<file path="src/rtl/apb_cmd_master_if.sv">
// rtl/apb_cmd_master_if.sv - command/response stream and APB3 bus bundle for apb_cmd_master
// Purpose: groups the command stream, the response pulse and the APB3 requester signals.
// Ports (signals):
//   cmd_valid/cmd_ready/cmd_write/cmd_addr/cmd_wdata  command stream into the requester
//   rsp_valid/rsp_rdata/rsp_err/rsp_timeout           one-cycle response out of the requester
//   PSELx/PENABLE/PWRITE/PADDR/PWDATA                 APB requester outputs
//   PRDATA/PREADY/PSLVERR                             APB completer outputs
// Modports: master = requester view, slave = sequencer + APB completer view.
interface apb_cmd_master_if #(
    parameter int ADDR_WIDTH = 32,
    parameter int DATA_WIDTH = 32
);
    logic                  cmd_valid;
    logic                  cmd_ready;
    logic                  cmd_write;
    logic [ADDR_WIDTH-1:0] cmd_addr;
    logic [DATA_WIDTH-1:0] cmd_wdata;
    logic                  rsp_valid;
    logic [DATA_WIDTH-1:0] rsp_rdata;
    logic                  rsp_err;
    logic                  rsp_timeout;
    logic                  PSELx;
    logic                  PENABLE;
    logic                  PWRITE;
    logic [ADDR_WIDTH-1:0] PADDR;
    logic [DATA_WIDTH-1:0] PWDATA;
    logic [DATA_WIDTH-1:0] PRDATA;
    logic                  PREADY;
    logic                  PSLVERR;

    modport master (
        input  cmd_valid, cmd_write, cmd_addr, cmd_wdata, PRDATA, PREADY, PSLVERR,
        output cmd_ready, rsp_valid, rsp_rdata, rsp_err, rsp_timeout,
               PSELx, PENABLE, PWRITE, PADDR, PWDATA
    );

    modport slave (
        output cmd_valid, cmd_write, cmd_addr, cmd_wdata, PRDATA, PREADY, PSLVERR,
        input  cmd_ready, rsp_valid, rsp_rdata, rsp_err, rsp_timeout,
               PSELx, PENABLE, PWRITE, PADDR, PWDATA
    );
endinterface

</file>
<file path="src/rtl/apb_cmd_master.sv">
// rtl/apb_cmd_master.sv - APB3 requester turning a valid/ready command stream into SETUP/ACCESS transfers
// Purpose: one APB3 transfer per accepted command, one response pulse per transfer
//          (read data, PSLVERR, or a local PREADY timeout).
// Ports:
//   PCLK     clock, rising edge
//   PRESETn  synchronous active-low reset
//   bus      apb_cmd_master_if.master: command stream in, response pulse out, APB3 requester side
module apb_cmd_master #(
    parameter int ADDR_WIDTH     = 32,
    parameter int DATA_WIDTH     = 32,
    parameter int TIMEOUT_CYCLES = 16
) (
    input  logic                 PCLK,
    input  logic                 PRESETn,
    apb_cmd_master_if.master     bus
);

    typedef enum logic [1:0] {
        ST_IDLE   = 2'd0,
        ST_SETUP  = 2'd1,
        ST_ACCESS = 2'd2
    } state_t;

    // A zero limit still needs a one-bit counter so the saturating logic stays well formed.
    localparam int CW = (TIMEOUT_CYCLES > 0) ? $clog2(TIMEOUT_CYCLES + 1) : 1;

    state_t                r_state;
    logic                  r_psel;
    logic                  r_penable;
    logic                  r_pwrite;
    logic [ADDR_WIDTH-1:0] r_paddr;
    logic [DATA_WIDTH-1:0] r_pwdata;
    logic                  r_rsp_valid;
    logic [DATA_WIDTH-1:0] r_rsp_rdata;
    logic                  r_rsp_err;
    logic                  r_rsp_timeout;
    logic [CW-1:0]         r_wait_cnt;

    logic [CW-1:0]         w_cnt_inc;
    logic                  w_timeout_hit;

    // Saturating increment: the counter never wraps even when the limit is disabled.
    assign w_cnt_inc     = (r_wait_cnt == {CW{1'b1}}) ? r_wait_cnt : r_wait_cnt + CW'(1);
    // Abort when this wait cycle would bring the count up to the limit.
    assign w_timeout_hit = (TIMEOUT_CYCLES > 0) && (w_cnt_inc >= CW'(TIMEOUT_CYCLES));

    always_ff @(posedge PCLK) begin
        if (!PRESETn) begin
            r_state       <= ST_IDLE;
            r_psel        <= 1'b0;
            r_penable     <= 1'b0;
            r_pwrite      <= 1'b0;
            r_paddr       <= '0;
            r_pwdata      <= '0;
            r_rsp_valid   <= 1'b0;
            r_rsp_rdata   <= '0;
            r_rsp_err     <= 1'b0;
            r_rsp_timeout <= 1'b0;
            r_wait_cnt    <= '0;
        end else begin
            r_rsp_valid <= 1'b0;
            case (r_state)
                ST_IDLE: begin
                    if (bus.cmd_valid) begin
                        r_pwrite   <= bus.cmd_write;
                        r_paddr    <= bus.cmd_addr;
                        r_pwdata   <= bus.cmd_write ? bus.cmd_wdata : '0;
                        r_psel     <= 1'b1;
                        r_penable  <= 1'b0;
                        r_wait_cnt <= '0;
                        r_state    <= ST_SETUP;
                    end
                end
                ST_SETUP: begin
                    r_penable <= 1'b1;
                    r_state   <= ST_ACCESS;
                end
                ST_ACCESS: begin
                    // PREADY wins over a timeout reached on the same edge.
                    if (bus.PREADY) begin
                        r_psel        <= 1'b0;
                        r_penable     <= 1'b0;
                        r_rsp_valid   <= 1'b1;
                        r_rsp_err     <= bus.PSLVERR;
                        r_rsp_timeout <= 1'b0;
                        r_rsp_rdata   <= r_pwrite ? '0 : bus.PRDATA;
                        r_state       <= ST_IDLE;
                    end else if (w_timeout_hit) begin
                        r_psel        <= 1'b0;
                        r_penable     <= 1'b0;
                        r_rsp_valid   <= 1'b1;
                        r_rsp_err     <= 1'b1;
                        r_rsp_timeout <= 1'b1;
                        r_rsp_rdata   <= '0;
                        r_wait_cnt    <= w_cnt_inc;
                        r_state       <= ST_IDLE;
                    end else begin
                        r_wait_cnt <= w_cnt_inc;
                    end
                end
                default: begin
                    r_psel    <= 1'b0;
                    r_penable <= 1'b0;
                    r_state   <= ST_IDLE;
                end
            endcase
        end
    end

    assign bus.cmd_ready   = (r_state == ST_IDLE);
    assign bus.PSELx       = r_psel;
    assign bus.PENABLE     = r_penable;
    assign bus.PWRITE      = r_pwrite;
    assign bus.PADDR       = r_paddr;
    assign bus.PWDATA      = r_pwdata;
    assign bus.rsp_valid   = r_rsp_valid;
    assign bus.rsp_rdata   = r_rsp_rdata;
    assign bus.rsp_err     = r_rsp_err;
    assign bus.rsp_timeout = r_rsp_timeout;

endmodule
</file>
<file path="src/flat_wrapper.sv">
// flat-port wrapper written by rule: the top's interface ports become plain ports
module apb_cmd_master_flat 
#(
    parameter int ADDR_WIDTH     = 32,
    parameter int DATA_WIDTH     = 32,
    parameter int TIMEOUT_CYCLES = 16
)
  (PCLK, PRESETn, bus_cmd_valid, bus_cmd_write, bus_cmd_addr, bus_cmd_wdata, bus_PRDATA, bus_PREADY, bus_PSLVERR, bus_cmd_ready, bus_rsp_valid, bus_rsp_rdata, bus_rsp_err, bus_rsp_timeout, bus_PSELx, bus_PENABLE, bus_PWRITE, bus_PADDR, bus_PWDATA);
  apb_cmd_master_if #(.ADDR_WIDTH(ADDR_WIDTH), .DATA_WIDTH(DATA_WIDTH)) bus_i ();
  input  logic PCLK;
  input  logic PRESETn;
  input wire logic [$bits(bus_i.cmd_valid)-1:0] bus_cmd_valid;
  input wire logic [$bits(bus_i.cmd_write)-1:0] bus_cmd_write;
  input wire logic [$bits(bus_i.cmd_addr)-1:0] bus_cmd_addr;
  input wire logic [$bits(bus_i.cmd_wdata)-1:0] bus_cmd_wdata;
  input wire logic [$bits(bus_i.PRDATA)-1:0] bus_PRDATA;
  input wire logic [$bits(bus_i.PREADY)-1:0] bus_PREADY;
  input wire logic [$bits(bus_i.PSLVERR)-1:0] bus_PSLVERR;
  output wire logic [$bits(bus_i.cmd_ready)-1:0] bus_cmd_ready;
  output wire logic [$bits(bus_i.rsp_valid)-1:0] bus_rsp_valid;
  output wire logic [$bits(bus_i.rsp_rdata)-1:0] bus_rsp_rdata;
  output wire logic [$bits(bus_i.rsp_err)-1:0] bus_rsp_err;
  output wire logic [$bits(bus_i.rsp_timeout)-1:0] bus_rsp_timeout;
  output wire logic [$bits(bus_i.PSELx)-1:0] bus_PSELx;
  output wire logic [$bits(bus_i.PENABLE)-1:0] bus_PENABLE;
  output wire logic [$bits(bus_i.PWRITE)-1:0] bus_PWRITE;
  output wire logic [$bits(bus_i.PADDR)-1:0] bus_PADDR;
  output wire logic [$bits(bus_i.PWDATA)-1:0] bus_PWDATA;
  assign bus_i.cmd_valid = bus_cmd_valid;
  assign bus_i.cmd_write = bus_cmd_write;
  assign bus_i.cmd_addr = bus_cmd_addr;
  assign bus_i.cmd_wdata = bus_cmd_wdata;
  assign bus_i.PRDATA = bus_PRDATA;
  assign bus_i.PREADY = bus_PREADY;
  assign bus_i.PSLVERR = bus_PSLVERR;
  assign bus_cmd_ready = bus_i.cmd_ready;
  assign bus_rsp_valid = bus_i.rsp_valid;
  assign bus_rsp_rdata = bus_i.rsp_rdata;
  assign bus_rsp_err = bus_i.rsp_err;
  assign bus_rsp_timeout = bus_i.rsp_timeout;
  assign bus_PSELx = bus_i.PSELx;
  assign bus_PENABLE = bus_i.PENABLE;
  assign bus_PWRITE = bus_i.PWRITE;
  assign bus_PADDR = bus_i.PADDR;
  assign bus_PWDATA = bus_i.PWDATA;
  apb_cmd_master #(.ADDR_WIDTH(ADDR_WIDTH), .DATA_WIDTH(DATA_WIDTH), .TIMEOUT_CYCLES(TIMEOUT_CYCLES)) u_core (.PCLK(PCLK), .PRESETn(PRESETn), .bus(bus_i));
endmodule
</file>
<file path="config.mk">
export PLATFORM = sky130hd
export DESIGN_NAME = apb_cmd_master_flat
export DESIGN_NICKNAME = d
export VERILOG_FILES = /design/src/rtl/apb_cmd_master_if.sv /design/src/rtl/apb_cmd_master.sv /design/src/flat_wrapper.sv
export SDC_FILE = /design/constraint.sdc
export NUM_CORES = 1
export LEC_CHECK = 0
export ABC_AREA = 1
export CORE_ASPECT_RATIO = 1.1
export CORE_UTILIZATION = 41
export CTS_CLUSTER_SIZE = 8
export DETAILED_ROUTE_END_ITERATION = 6
export PLACE_DENSITY_LB_ADDON = 0.2
export SLEW_MARGIN = 20
export SYNTH_ARGS = -nofsm -noshare
export SYNTH_HDL_FRONTEND = slang
export SYNTH_SLANG_ARGS = --single-unit
</file>
<file path="constraint.sdc">
create_clock -name PCLK -period 1.5 [get_ports PCLK]
set_input_delay 0.375 -clock PCLK [delete_from_list [all_inputs] [get_ports PCLK]]
set_output_delay 0.375 -clock PCLK [all_outputs]
set_load 0.01 [all_outputs]
</file>
==> impl_results.html <==
<table>
<tr><th>Metric</th><th>Value</th></tr>
<tr><th colspan="2">Outcome</th></tr>
<tr><td>Outcome</td><td>complete, no violations</td></tr>
<tr><th colspan="2">Synthesis</th></tr>
<tr><td>Count of different cell masters after synthesis</td><td>26</td></tr>
<tr><td>Area fraction of the dominant cell type after synthesis</td><td>0.5060</td></tr>
<tr><td>Mapped cell area</td><td>4273 um^2</td></tr>
<tr><td>Most frequent cell after synthesis</td><td>sky130_fd_sc_hd__dfxtp_1</td></tr>
<tr><td>Part of the Yosys area used for sequential elements</td><td>0.5060</td></tr>
<tr><td>Top post-synthesis cells by count</td><td>sky130_fd_sc_hd__dfxtp_1, sky130_fd_sc_hd__nand3_1, sky130_fd_sc_hd__nor2_1, sky130_fd_sc_hd__inv_1, sky130_fd_sc_hd__nand2_1</td></tr>
<tr><td>Share of synthesized registers carrying an async set or reset</td><td>0</td></tr>
<tr><td>Main flop type after synthesis</td><td>sky130_fd_sc_hd__dfxtp_1</td></tr>
<tr><td>Top cells by area, synth</td><td>sky130_fd_sc_hd__dfxtp_1, sky130_fd_sc_hd__nand3_1, sky130_fd_sc_hd__nor2_1</td></tr>
<tr><td>Top cell type by total area after synthesis</td><td>sky130_fd_sc_hd__dfxtp_1</td></tr>
<tr><td>Warning count from the yosys run</td><td>0</td></tr>
<tr><td>Syn Nets</td><td>672</td></tr>
<tr><td>Syn Inst Count</td><td>approximately 570</td></tr>
<tr><td>Synthesized area per cell</td><td>around 7.5 um^2</td></tr>
<tr><td>#FFs+latches synth</td><td>around 110</td></tr>
<tr><td>Count of flip-flops with a built-in enable after synthesis</td><td>0</td></tr>
<tr><th colspan="2">Pwr</th></tr>
<tr><td>Leak Pwr</td><td>3.406 nW</td></tr>
<tr><td>IR Drop Worst-Case VDD</td><td>between 0.4 and 0.5 mV</td></tr>
<tr><td>Total power</td><td>5.892 mW</td></tr>
<tr><td>Power density cells</td><td>895.3 nW/um^2</td></tr>
<tr><th colspan="2">Routing</th></tr>
<tr><td>Pre-antenna DRT Iters</td><td>4</td></tr>
<tr><td>Initial DRC count</td><td>206</td></tr>
<tr><td>Wirelength per Cell</td><td>13.02 um</td></tr>
<tr><td>Number of nets with antenna violations after detailed routing</td><td>0</td></tr>
<tr><td>Post-route DRC violation count</td><td>0</td></tr>
<tr><td>Average vias per placed instance</td><td>between 4 and 5</td></tr>
<tr><td>WL final</td><td>approximately 12000 um</td></tr>
<tr><td>Number of vias in the routed layout</td><td>4349</td></tr>
<tr><th colspan="2">Finish</th></tr>
<tr><td>Util after Layout</td><td>0.6591</td></tr>
<tr><td>Count of fill cells added during filler insertion</td><td>884</td></tr>
<tr><td>Count of inserted antenna diode cells</td><td>0</td></tr>
<tr><td>Nets@finish</td><td>871</td></tr>
<tr><td>Post-route design area</td><td>6581 um^2</td></tr>
<tr><td>Layout cells sized above 1</td><td>0.07891</td></tr>
<tr><td>Area added between synthesis and finish</td><td>54.03%</td></tr>
<tr><th colspan="2">Setup path</th></tr>
<tr><td>Critical path buffer and inverter count</td><td>1</td></tr>
<tr><td>Maximum fanout along the worst path</td><td>3</td></tr>
<tr><td>Required time of the critical path</td><td>1.12 ns</td></tr>
<tr><td>Kind of cell adding the most delay to the critical path</td><td>flip-flops</td></tr>
<tr><td>Critical-path top delay cell</td><td>sky130_fd_sc_hd__dfxtp_2</td></tr>
<tr><td>Launching element type of the critical path</td><td>register</td></tr>
<tr><td>Slowest cell delay on critical path</td><td>roughly 0.38 ns</td></tr>
<tr><td>Critical path, cell by cell</td><td>dlygate4sd2_1</td></tr>
<tr><td>Crit end category</td><td>output port</td></tr>
<tr><td>CP arrival</td><td>between 1 and 1.5 ns</td></tr>
<tr><td>Worst Path Class, Setup</td><td>register to output port</td></tr>
<tr><th colspan="2">Timing</th></tr>
<tr><td>Tightest Pin Transition</td><td>between 0.3 and 0.4 ns</td></tr>
<tr><td>Largest clock skew in the final design</td><td>about 0.0097 ns</td></tr>
<tr><td>Achievable Freq</td><td>about 0.7 GHz</td></tr>
<tr><td>Setup total negative slack</td><td>0 ns</td></tr>
<tr><td>Final period util</td><td>0.9505</td></tr>
<tr><td>Max-slew headroom</td><td>0.7946</td></tr>
<tr><td>Count of final max-slew check failures</td><td>0</td></tr>
<tr><td>Final min period</td><td>1.426 ns</td></tr>
<tr><td>Setup violators final</td><td>0</td></tr>
<tr><td>RSZ-0062 raised after global routing</td><td>no</td></tr>
<tr><td>Final worst-path setup slack</td><td>around 0.074 ns</td></tr>
<tr><td>Final Hold Violating Endpoints</td><td>0</td></tr>
<tr><th colspan="2">GRT</th></tr>
<tr><td>Largest net degree at the start of global routing</td><td>54</td></tr>
<tr><td>Total gr overflow</td><td>0</td></tr>
<tr><td>Global router's overall resource usage</td><td>0.2125</td></tr>
<tr><td>Initial antenna violation count</td><td>0</td></tr>
<tr><td>First-pass GRT wire length</td><td>~18000 um</td></tr>
<tr><td>Vias in the first global route</td><td>about 4100</td></tr>
<tr><th colspan="2">Die</th></tr>
<tr><td>Initial cell density of the core</td><td>0.4279</td></tr>
<tr><td>Area enclosed by the die boundary</td><td>10830 um^2</td></tr>
<tr><td>Die Span X</td><td>99.34 um</td></tr>
<tr><td>Die height</td><td>around 110 um</td></tr>
<tr><td>Num ports</td><td>205</td></tr>
<tr><td>Rows</td><td>38</td></tr>
<tr><td>Core Region</td><td>9985 um^2</td></tr>
<tr><th colspan="2">Clock tree</th></tr>
<tr><td>Htree depth</td><td>3</td></tr>
<tr><td># Post-CTS Setup Buffers</td><td>0</td></tr>
<tr><td>Master cell of the clock root buffer</td><td>sky130_fd_sc_hd__clkbuf_8</td></tr>
<tr><td>Number of gates resized after CTS</td><td>106</td></tr>
<tr><td>Worst skew pair latency</td><td>around 0.36 ns</td></tr>
<tr><td>Num CTS Buffers</td><td>9</td></tr>
<tr><td>Count of hold-fix buffers inserted at cts</td><td>0</td></tr>
<tr><td>Clock tree from TritonCTS</td><td>yes</td></tr>
<tr><td>Max Buffers Root-to-Sink</td><td>2</td></tr>
<tr><td>Clock-pin slew on the worst setup and hold paths</td><td>0.09 ns</td></tr>
<tr><td>Sink Count</td><td>108</td></tr>
<tr><th colspan="2">Placement</th></tr>
<tr><td>Placed instance area</td><td>6506 um^2</td></tr>
<tr><td># port buffers</td><td>204</td></tr>
<tr><td>Final HPWL DP</td><td>8429 um</td></tr>
<tr><td>Worst slack after detailed placement</td><td>-0.1389 ns</td></tr>
<tr><td>GP Congestion</td><td>0.8175</td></tr>
<tr><th colspan="2">Min path</th></tr>
<tr><td>Path category of the worst min-delay check</td><td>primary input to register</td></tr>
<tr><th colspan="2">Flow run</th></tr>
<tr><td>Number of max-capacitance violations reported</td><td>0</td></tr>
</table>
metrics by stage:
step	instances	hold WS, ns
detailed placement	877	0.4586
global route	893	0.3951
global placement	877	0.4554
finish	893	0.4107
floorplan	569	0.4794
CTS	893	0.3870
flip-flops by register name, indices dropped and copies added, names as in the netlist:
signal and count:
u_core.bus.PADDR 32, u_core.bus.PSELx 1, u_core.bus.PWDATA 32, u_core.bus.PWRITE 1, u_core.bus.rsp_err 1, u_core.bus.rsp_rdata 32, u_core.bus.rsp_timeout 1, u_core.bus.rsp_valid 1
u_core.r_state 2, u_core.r_wait_cnt 5
report_power, final:
| part | switching, mW | total [mW] | leakage [nW] | internal, mW |
|---|---|---|---|---|
| clock network | 0.940 | 1.80 | 0.102 | 0.860 |
| logic | 0.493 | 1.02 | 2.42 | 0.530 |
| registers | 0.0653 | 3.07 | 0.883 | 3.00 |
| total | 1.50 | 5.89 | 3.41 | 4.39 |
cell families after synthesis:
logic type      Yosys count  share of synthesized area
flops                   108                     0.5060
buf+inv                 118                     0.1192
fa+ha+maj                 1                   0.002928
compound gates           74                    0.09546
simple gates            268                     0.2764
metal layers:
layer	part of all wire	routed length, um	global-route usage
met5	0	0	0
met4	0.028	330	0.1029
met3	0.056	650	0.04487
met2	0.49	5736	0.3849
met1	0.42	4909	0.2375
final timing paths:
path | startpoint | endpoint | slack, ns | cells past startpoint
worst min-delay path | PRESETn | u_core.bus.PADDR[26] | 0.41 | 3
worst max register to register | u_core.r_wait_cnt[1] | u_core.bus.rsp_rdata[13] | 0.15 | 8
worst min register to register | u_core.bus.rsp_rdata[11] | u_core.bus.rsp_rdata[11] | 0.47 | 2
worst max-delay path | u_core.r_state[1] | bus_PENABLE | 0.07 | 1
placed cells by master, fill, tap and decap left out, drive strengths merged:
cell             n
dfxtp          108
inv             80
nand4            2
clkbuf          12
o21ai           67
nor2           102
clkinvlp         1
clkdlybuf4s50  100
o2111ai          1
ha               1
nand3          104
nor3             2
a21oi            6
buf             23
nand2           58
bufinv           1
clkinv           3
dlygate4sd2    102
layout make-up:
| class | instances | area (um^2) | area share |
|---|---|---|---|
| timing repair buffer | 225 | 2152 | 0.3270 |
| tap | 120 | 150.1 | 0.02281 |
| clock inverter | 4 | 47.55 | 0.007224 |
| sequential | 108 | 2165 | 0.3289 |
| inverter | 81 | 307.8 | 0.04677 |
| clock buffer | 12 | 155.1 | 0.02357 |
| multi-input combinational | 343 | 1604 | 0.2437 |
Power figures use the tool's default switching activity.
